<file path="config.mk">
export PLATFORM = sky130hd
export DESIGN_NAME = hazard_tracker
export DESIGN_NICKNAME = d
export VERILOG_FILES = /design/src/rtl/hazard_tracker.sv
export SDC_FILE = /design/constraint.sdc
export NUM_CORES = 1
export LEC_CHECK = 0
export BUFFER_PORTS_ARGS = -buffer_cell sky130_fd_sc_hd__buf_2
export CORE_UTILIZATION = 47
export CTS_BUF_LIST = sky130_fd_sc_hd__clkbuf_4
export CTS_CLUSTER_DIAMETER = 120
export DETAILED_ROUTE_END_ITERATION = 16
export GPL_ROUTABILITY_DRIVEN = 0
export PLACE_DENSITY = 0.77
export SETUP_SLACK_MARGIN = 0.1
export SYNTH_ARGS = -nofsm -noshare
export SYNTH_HDL_FRONTEND = slang
export SYNTH_SLANG_ARGS = --single-unit
</file>
<file path="constraint.sdc">
create_clock -name clk -period 2.1 [get_ports clk]
set_input_delay 0.42 -clock clk [delete_from_list [all_inputs] [get_ports clk]]
set_output_delay 0.42 -clock clk [all_outputs]
set_load 0.005 [all_outputs]
</file>
<file path="src/rtl/hazard_tracker.sv">
// Destination-register tracking through ID/EX, EX/MEM and MEM/WB for forwarding,
// with load-use interlock, taken-branch squash and data-memory freeze control.
module hazard_tracker #(
    parameter int REG_W    = 5,
    parameter int ZERO_REG = 31,
    parameter int CNT_W    = 16
) (
    input  logic             clk,
    input  logic             reset,
    input  logic             id_valid,
    input  logic [REG_W-1:0] id_rn,
    input  logic [REG_W-1:0] id_rm,
    input  logic             id_rn_used,
    input  logic             id_rm_used,
    input  logic [REG_W-1:0] id_rd,
    input  logic             id_regwrite,
    input  logic             id_memread,
    input  logic             branch_taken,
    input  logic             mem_busy,
    output logic             stall_if_id,
    output logic [REG_W-1:0] idex_rd,
    output logic             idex_regwrite,
    output logic [REG_W-1:0] exmem_rd,
    output logic             exmem_regwrite,
    output logic [REG_W-1:0] memwb_rd,
    output logic             memwb_regwrite,
    output logic [1:0]       state,
    output logic [CNT_W-1:0] stall_cycles
);

    localparam logic [REG_W-1:0] ZR = REG_W'(ZERO_REG);

    typedef struct packed {
        logic             valid;
        logic [REG_W-1:0] rd;
        logic             regwrite;
        logic             memread;
    } entry_t;

    typedef enum logic [1:0] {
        RUN       = 2'b00,
        INTERLOCK = 2'b01,
        FREEZE    = 2'b10
    } state_t;

    entry_t idex_q, exmem_q, memwb_q;
    entry_t idex_d, exmem_d, memwb_d;
    entry_t bubble, incoming;
    state_t state_q, state_d;
    logic   load_use;
    logic   src_hit;

    always_comb begin
        bubble          = '0;
        bubble.rd       = ZR;
        // regwrite is qualified on entry so the registered bit feeds forwarding directly
        incoming          = '0;
        incoming.valid    = id_valid;
        incoming.rd       = id_rd;
        incoming.regwrite = id_valid & id_regwrite & (id_rd != ZR);
        incoming.memread  = id_valid & id_memread;
    end

    always_comb begin
        src_hit  = (id_rn_used & (id_rn == idex_q.rd))
                 | (id_rm_used & (id_rm == idex_q.rd));
        load_use = id_valid & idex_q.valid & idex_q.memread
                 & idex_q.regwrite & (idex_q.rd != ZR) & src_hit;
    end

    always_comb begin
        idex_d      = incoming;
        exmem_d     = idex_q;
        memwb_d     = exmem_q;
        state_d     = RUN;
        stall_if_id = 1'b0;
        if (reset) begin
            stall_if_id = 1'b0;
        end else if (mem_busy) begin
            idex_d      = idex_q;
            exmem_d     = exmem_q;
            memwb_d     = memwb_q;
            stall_if_id = 1'b1;
            state_d     = FREEZE;
        end else if (branch_taken) begin
            idex_d = bubble;
        end else if (load_use) begin
            idex_d      = bubble;
            stall_if_id = 1'b1;
            state_d     = INTERLOCK;
        end
    end

    always_ff @(posedge clk or posedge reset) begin
        if (reset) begin
            idex_q       <= bubble;
            exmem_q      <= bubble;
            memwb_q      <= bubble;
            state_q      <= RUN;
            stall_cycles <= '0;
        end else begin
            idex_q  <= idex_d;
            exmem_q <= exmem_d;
            memwb_q <= memwb_d;
            state_q <= state_d;
            if (stall_if_id && (stall_cycles != '1))
                stall_cycles <= stall_cycles + 1'b1;
        end
    end

    assign idex_rd        = idex_q.rd;
    assign idex_regwrite  = idex_q.regwrite;
    assign exmem_rd       = exmem_q.rd;
    assign exmem_regwrite = exmem_q.regwrite;
    assign memwb_rd       = memwb_q.rd;
    assign memwb_regwrite = memwb_q.regwrite;
    assign state          = state_q;

endmodule
</file>
==> results of run 1 <==
-- Yosys cell counts (2+ instances only) --
master,count,area (um2)
sky130_fd_sc_hd__o22a_1,5,43.8
sky130_fd_sc_hd__nand4_1,5,31.3
sky130_fd_sc_hd__o21ai_1,3,15.0
sky130_fd_sc_hd__clkbuf_1,2,7.51
sky130_fd_sc_hd__dfrtp_1,23,576
sky130_fd_sc_hd__dfstp_2,15,394
sky130_fd_sc_hd__and3_1,2,12.5
sky130_fd_sc_hd__xnor2_1,12,105
sky130_fd_sc_hd__inv_1,4,15.0
sky130_fd_sc_hd__nor3_1,4,20.0
sky130_fd_sc_hd__nand2_1,51,191
sky130_fd_sc_hd__xor2_1,13,114
sky130_fd_sc_hd__inv_2,2,7.51
sky130_fd_sc_hd__nand3_1,6,30.0
sky130_fd_sc_hd__nor2_1,13,48.8
sky130_fd_sc_hd__nor4b_2,2,30.0
sky130_fd_sc_hd__buf_4,5,37.5
-- placed cells by master, fill, tap and decap left out, drive strengths merged, types with 2 or more instances in the layout --
cell,synthesis,layout
nand3,6,6
o22a,5,5
xor2,13,13
inv,6,6
nand2,51,51
and3,2,2
xnor2,12,12
a31oi,2,2
nor3,4,4
dfrtp,23,23
o21ai,3,3
dfstp,15,15
clkbuf,2,7
buf,6,86
nor4b,2,2
nand4,6,6
nor2,13,13
-- sequential cells by signal, summed over array words and instances, names as in the netlist --
| register | count |
|---|---|
| exmem_rd | 5 |
| idex_rd | 5 |
| exmem_regwrite | 1 |
| state | 2 |
| memwb_regwrite | 1 |
| idex_q | 2 |
| memwb_rd | 5 |
| idex_regwrite | 1 |
| stall_cycles | 16 |
-- cells by family after synthesis --
group	Yosys count	synth area share (%)
fa+ha+maj	1	0.687
xor+xnor	25	12.0
flops	38	53.3
compound gates	14	6.67
simple gates	88	22.4
buf+inv	14	4.33
mux	1	0.619
-- where the power goes --
group          internal [W]  leakage (nW)  switching [W]  total [W]
Combinational      0.000290         0.849       0.000271   0.000561
Sequential         0.000862         0.450      0.0000991   0.000961
Clock              0.000155        0.0338       0.000219   0.000374
Total               0.00131          1.33       0.000590    0.00190
-- how the worst min path moves through the flow --
stage | from | to | slack, ns | cells after the start
after floorplan | reset | exmem_regwrite$_DFFE_PP0N_ | 0.29 | 1
after global placement | memwb_rd[3]$_DFFE_PP1N_ | memwb_rd[3]$_DFFE_PP1N_ | 0.44 | 2
after detailed placement | memwb_rd[3]$_DFFE_PP1N_ | memwb_rd[3]$_DFFE_PP1N_ | 0.44 | 2
after CTS | reset | stall_cycles[13]$_DFFE_PP0P_ | 0.22 | 3
after global routing | reset | stall_cycles[13]$_DFFE_PP0P_ | 0.25 | 3
final | reset | idex_q[7]$_DFFE_PP0N_ | 0.21 | 3
-- per-stage QoR --
stage | power, W | instances | setup slack [ns]
final | 0.00190 | 315 | -0.0931
after global routing | 0.00200 | 315 | -0.157
after CTS | 0.00185 | 307 | -0.0591
after detailed placement | 0.00145 | 290 | 0.0768
after global placement | 0.00144 | 290 | 0.0941
after floorplan | 0.00121 | 181 | 0.0942
-- final cells by class --
| cell class | count | area [um2] | area share, % |
|---|---|---|---|
| sequential | 38 | 970 | 38.3 |
| multi-input combinational | 129 | 908 | 35.9 |
| timing repair buffer | 86 | 510 | 20.2 |
| tap | 48 | 60.1 | 2.37 |
| clock buffer | 7 | 52.6 | 2.08 |
| inverter | 6 | 25.0 | 0.989 |
| clock inverter | 1 | 3.75 | 0.148 |
-- metal layers --
| metal | vias to the layer above | global-route usage [%] | share of wire, % |
|---|---|---|---|
| met5 | - | 0 | 0 |
| met4 | 0 | 5.00 | 1.0 |
| met3 | 6 | 5.00 | 4.9 |
| met2 | 53 | 29.8 | 51 |
| met1 | 785 | 25.9 | 44 |
| li1 | 767 | - | - |
-- what timing repair did --
item / in CTS / in global routing
endpoints found under the setup margin: 8 / 14
setup buffers: 9 / 8
gates resized for setup: 5 / 20
pin swaps: 4 / 8
-- tightest hold or removal path, cell delays in order --
cell and delay (ns):
sky130_fd_sc_hd__buf_2 0.13, sky130_fd_sc_hd__inv_4 0.05, sky130_fd_sc_hd__buf_4 0.39
==> impl_metrics.sql, run 1 <==
INSERT INTO impl_metrics (metric_group, metric, value, unit) VALUES
('route', 'viasPerCell', '5.11', ''),
('logic_synthesis', 'postSynth.topFlopCell', 'sky130_fd_sc_hd__dfrtp_1', ''),
('worst_setup_path', 'required', '1.68', 'ns'),
('layout', 'antennaDiodeCount', '0', ''),
('outcome', 'failed_checks', 'negative setup slack', ''),
('grt', 'maximum_number_of_pins_on_one_net_before_global_route_repair', '39', ''),
('timing', 'hold_viol_final', '0', ''),
('timing', 'final.setup_skew', '0.0132', 'ns'),
('timing', 'rsz0062_at_grt', 'true', ''),
('layout', 'postLayoutCellArea', '0.00253', 'mm2'),
('floorplanning', 'die-area', '0.00413', 'mm2'),
('floorplanning', 'design.core.area', '0.00369', 'mm2'),
('pwr', 'total_leakage_power', '1.33', 'nW'),
('clocking', 'holdBufCountCts', '0', ''),
('clocking', 'cts_buffers', '5', ''),
('timing', 'slew-limit-headroom', '57.9', '%'),
('logic_synthesis', 'synthesis.yosys.warnings', '0', ''),
('logic_synthesis', 'synth.yosys.seq_area_share', '53.3', '%'),
('route', 'post_drt_wl_per_cell', '13.7', 'um'),
('clocking', 'htree_levels', '2', ''),
('worst_setup_path', 'top_cell_family_by_delay_on_the_critical_path', 'flip-flops', ''),
('outcome', 'status', 'complete, but fails checks', ''),
('grt', 'grt_use_total', '18.9', '%'),
('floorplanning', 'die_y', '64.2', 'um'),
('run', 'cap_violations', '0', ''),
('route', 'drt_pass1_iterations', '4', ''),
('timing', 'fmax', '456', 'MHz'),
('worst_setup_path', 'timing.critical_path.slowest_cell_delay', '0.61', 'ns'),
('logic_synthesis', 'synth_area_per_cell', '10.1', 'um2'),
('timing', 'tightestPinTransition', '0.630', 'ns'),
('worst_setup_path', 'critical_path_class', 'reg2out', ''),
('worst_setup_path', 'crit-reg2reg-capture', 'stall_cycles[15]$_DFFE_PP0P_', ''),
('logic_synthesis', 'postSynthCellCount', '181', ''),
('clocking', 'clk_pin_slew', '0.11', 'ns'),
('layout', 'area_growth_syn_to_layout', '39.0', '%'),
('pwr', 'ir_drop', '404', 'uV'),
('layout', 'fill_cells', '272', ''),
('timing', 'final.hold.worst_slack', '0.209', 'ns'),
('clocking', 'tritoncts', 'yes', ''),
('worst_setup_path', 'cp-startpoint', 'idex_rd[4]$_DFFE_PP1N_', ''),
('worst_setup_path', 'cp-end-kind', 'primary output', ''),
('worst_setup_path', 'reg2regPathDepth', '9', ''),
('layout', 'utilization', '68.6', '%'),
('worst_setup_path', 'timing.critical_path.buf_inv', '2', ''),
('worst_setup_path', 'cp-endpoint', 'stall_if_id', ''),
('layout', 'drive_above_1_share', '49.4', '%'),
('logic_synthesis', 'count_of_state_elements_after_synthesis', '38', ''),
('grt', 'remaining_global_route_overflow', '0', ''),
('route', 'drt_iter0_markers', '81', ''),
('min_path', 'hp-class', 'in2async', ''),
('timing', 'setup_total_negative_slack', '-0.118', 'ns'),
('worst_setup_path', 'critPathLaunchType', 'flip-flop', ''),
('layout', 'nNetsFinal', '291', ''),
('clocking', 'clock_sink_count', '38', ''),
('pwr', 'cellPowerDensity', '750', 'mW/mm2'),
('timing', 'finalSetupViolCount', '3', ''),
('worst_setup_path', 'reg2reg_slack', '-0.01', 'ns'),
('placement', 'numPortBuffers', '60', ''),
('route', 'drc_errors', '0', ''),
('floorplanning', 'floorplan.die.width', '64.2', 'um'),
('grt', 'grt_pass1_vias', '1365', ''),
('timing', 'final_period_demand_of_the_worst_path', '2.19', 'ns'),
('timing', 'timing.final.ws_setup', '-0.0931', 'ns'),
('worst_setup_path', 'timing.critical_path.fanout_max', '6', ''),
('logic_synthesis', 'synth.cell_area', '0.00182', 'mm2'),
('logic_synthesis', 'post_synth_arst_share', '100', '%'),
('worst_setup_path', 'arrival', '1.77', 'ns'),
('logic_synthesis', 'synth_edf_count', '0', ''),
('clocking', 'cts.path.max_buffers', '2', ''),
('clocking', 'master_cell_of_the_clock_root_buffer', 'sky130_fd_sc_hd__clkbuf_4', ''),
('worst_setup_path', 'worst_r2r_startpoint', 'idex_rd[4]$_DFFE_PP1N_', '');
(Power assumes the default switching activity.)
==> inputs of run 2 (changes only) <==
- RECOVER_POWER: default -> 100
==> run 2 against run 1 <==
Against the previous run: the run still ends with negative setup slack left; design area barely moved; worst hold slack better by 0.086 ns; utilization down 0.068 points; fmax increased by 0.11%.
==> impl_metrics.sql, run 2 (synthesis gave the netlist of run 1 again) <==
INSERT INTO impl_metrics (metric_group, metric, value, unit) VALUES
('clocking', 'master_cell_of_the_clock_root_buffer', 'sky130_fd_sc_hd__clkbuf_4', ''),
('layout', 'highest_count_cells_in_the_layout_ignoring_fill_and_taps', '60 x sky130_fd_sc_hd__buf_2, 51 x sky130_fd_sc_hd__nand2_1, 23 x sky130_fd_sc_hd__dfrtp_1', ''),
('layout', 'area_growth_syn_to_layout', '38.8', '%'),
('route', 'drc_errors', '0', ''),
('worst_setup_path', 'required', '1.68', 'ns'),
('worst_setup_path', 'arrival', '1.77', 'ns'),
('layout', 'nNetsFinal', '291', ''),
('route', 'drt_iter0_markers', '60', ''),
('pwr', 'cellPowerDensity', '750', 'mW/mm2'),
('clocking', 'cts_buffers', '5', ''),
('grt', 'grt_pass1_vias', '1365', ''),
('layout', 'instances_no_fill', '315', ''),
('clocking', 'holdBufCountCts', '0', ''),
('timing', 'setup_total_negative_slack', '-0.111', 'ns'),
('route', 'routed_wirelength', '4340', 'um'),
('timing', 'hold_viol_final', '0', ''),
('clocking', 'clk-insertion-delay-late', '0.33', 'ns'),
('timing', 'finalSetupViolCount', '3', ''),
('timing', 'final_max_slew_viol_count', '0', ''),
('clocking', 'clk_pin_slew', '0.11', 'ns'),
('pwr', 'ir_drop', '403', 'uV'),
('floorplanning', 'std_cell_rows', '22', ''),
('grt', 'grt_antenna_before_repair', '0', ''),
('timing', 'slew-limit-headroom', '40.4', '%'),
('layout', 'drive_above_1_share', '49.4', '%'),
('pwr', 'total_leakage_power', '1.33', 'nW'),
('layout', 'largest_register_ffs', '16', ''),
('grt', 'remaining_global_route_overflow', '0', ''),
('layout', 'antennaDiodeCount', '0', ''),
('run', 'cap_violations', '0', ''),
('outcome', 'status', 'complete, but fails checks', ''),
('timing', 'timing.final.crit_share', '104', '%'),
('floorplanning', 'pin_count', '61', ''),
('timing', 'fmax', '456', 'MHz'),
('worst_setup_path', 'timing.critical_path.buf_inv', '2', ''),
('placement', 'dp_cells', '290', ''),
('clocking', 'clock_sink_count', '38', ''),
('floorplanning', 'floorplan.die.width', '64.2', 'um'),
('timing', 'timing.final.ws_setup', '-0.0907', 'ns'),
('layout', 'register_containing_the_most_flip_flops_in_the_final_layout', 'stall_cycles', ''),
('layout', 'mostFrequentLayoutCell', 'sky130_fd_sc_hd__buf_2', ''),
('placement', 'detailed_place_hpwl', '2610', 'um'),
('outcome', 'failed_checks', 'negative setup slack', ''),
('clocking', 'htree_levels', '2', ''),
('floorplanning', 'die-area', '0.00413', 'mm2'),
('placement', 'numPortBuffers', '60', ''),
('route', 'viasPerCell', '5.08', ''),
('route', 'vias', '1601', ''),
('clocking', 'tritoncts', 'yes', ''),
('worst_setup_path', 'timing.critical_path.fanout_max', '6', ''),
('worst_setup_path', 'timing.critical_path.slowest_cell_delay', '0.61', 'ns'),
('clocking', 'cts.path.max_buffers', '2', ''),
('timing', 'final.setup_skew', '0.0121', 'ns'),
('floorplanning', 'die_y', '64.2', 'um'),
('timing', 'tightestPinTransition', '0.894', 'ns'),
('grt', 'grt_pass1_wl', '6040', 'um'),
('grt', 'maximum_number_of_pins_on_one_net_before_global_route_repair', '39', ''),
('timing', 'rsz0062_at_grt', 'true', ''),
('route', 'drt.antenna.violating_nets', '0', ''),
('min_path', 'hp-class', 'in2reg', ''),
('worst_setup_path', 'critPathSlowestCell', 'sky130_fd_sc_hd__dfstp_2', ''),
('floorplanning', 'design.core.area', '0.00369', 'mm2'),
('floorplanning', 'initial_utilization', '49.4', '%'),
('worst_setup_path', 'critical_path_class', 'reg2out', ''),
('timing', 'final_period_demand_of_the_worst_path', '2.19', 'ns'),
('route', 'post_drt_wl_per_cell', '13.8', 'um'),
('worst_setup_path', 'cp-end-kind', 'primary output', ''),
('grt', 'grt_use_total', '18.9', '%'),
('layout', 'fill_cells', '273', ''),
('worst_setup_path', 'top_cell_family_by_delay_on_the_critical_path', 'flip-flops', ''),
('route', 'drt_pass1_iterations', '4', ''),
('worst_setup_path', 'critPathLaunchType', 'flip-flop', ''),
('layout', 'utilization', '68.5', '%'),
('worst_setup_path', 'path_cells', 'xnor2_1 -> nand4_1 -> o22ai_4 -> a31oi_4 -> inv_1 -> buf_2', '');
[run 2: cell count changes in the layout (fill, tap and decap cells not counted), sizes merged]
| cell | previous run | this run |
|---|---|---|
| buf | 86 | 85 |
| clkbuf | 7 | 8 |
[run 2: metal layers]
metal | GRT usage, % | part of all wire (%) | vias up
li1 | - | - | 767
met1 | 25.9 | 44 | 774
met2 | 29.8 | 50 | 54
met3 | 5.00 | 4.3 | 6
met4 | 5.00 | 0.99 | 0
met5 | 0 | 0 | -
[run 2: path summary, 6_finish.rpt]
| check | startpoint | to | slack (ns) | cells after the start |
|---|---|---|---|---|
| max | idex_rd[4]$_DFFE_PP1N_ | stall_if_id | -0.09 | 6 |
| min | mem_busy | state[0]$_DFF_PP0_ | 0.30 | 2 |
| max reg2reg | stall_cycles[0]$_DFFE_PP0P_ | stall_cycles[5]$_DFFE_PP0P_ | -0.01 | 9 |
| min reg2reg | memwb_rd[3]$_DFFE_PP1N_ | memwb_rd[3]$_DFFE_PP1N_ | 0.45 | 2 |
| max in group asynchronous | reset | exmem_regwrite$_DFFE_PP0N_ | 1.15 | 3 |
| min in group asynchronous | reset | idex_q[7]$_DFFE_PP0N_ | 0.38 | 3 |
[run 2: where the power goes]
group          internal, W  switching, W
clock             0.000155      0.000218
combinational     0.000290      0.000271
sequential        0.000862     0.0000999
total              0.00131      0.000589
[run 2: worst register-to-register path, stage by stage, from the launching register on]
cell and delay [ns]:
sky130_fd_sc_hd__dfrtp_1 0.38, sky130_fd_sc_hd__ha_2 0.20, sky130_fd_sc_hd__and4_4 0.26, sky130_fd_sc_hd__nor4b_4 0.23
sky130_fd_sc_hd__and3b_2 0.26, sky130_fd_sc_hd__a21oi_4 0.19, sky130_fd_sc_hd__buf_4 0.15, sky130_fd_sc_hd__buf_6 0.13
sky130_fd_sc_hd__nor2_2 0.05, sky130_fd_sc_hd__xor2_1 0.16
[run 2: layout make-up]
| cell class | count | area, um2 | area share [%] |
|---|---|---|---|
| clock buffers | 7 | 52.6 | 2.08 |
| repair buffers | 86 | 508 | 20.1 |
| flip-flops and latches | 38 | 970 | 38.4 |
| clock inverters | 1 | 3.75 | 0.149 |
| inverters | 6 | 25.0 | 0.990 |
| well taps | 48 | 60.1 | 2.38 |
| multi-input cells | 129 | 908 | 35.9 |
[run 2: stage by stage]
stage	area [um2]	power (W)	hold WS (ns)	setup WS, ns
2_1_floorplan	1840	0.00121	0.289	0.0942
3_3_place_gp	2210	0.00144	0.439	0.0941
3_5_place_dp	2210	0.00145	0.443	0.0768
4_1_cts	2370	0.00185	0.215	-0.0591
5_1_grt	2530	0.00200	0.298	-0.157
6_report	2530	0.00190	0.295	-0.0907
[run 2: what timing repair did]
action	CTS	global route
gates resized for setup	5	20
setup buffers	9	8
endpoints found under the setup margin	8	14
pin swaps	4	8
hold endpoints to repair	0	0
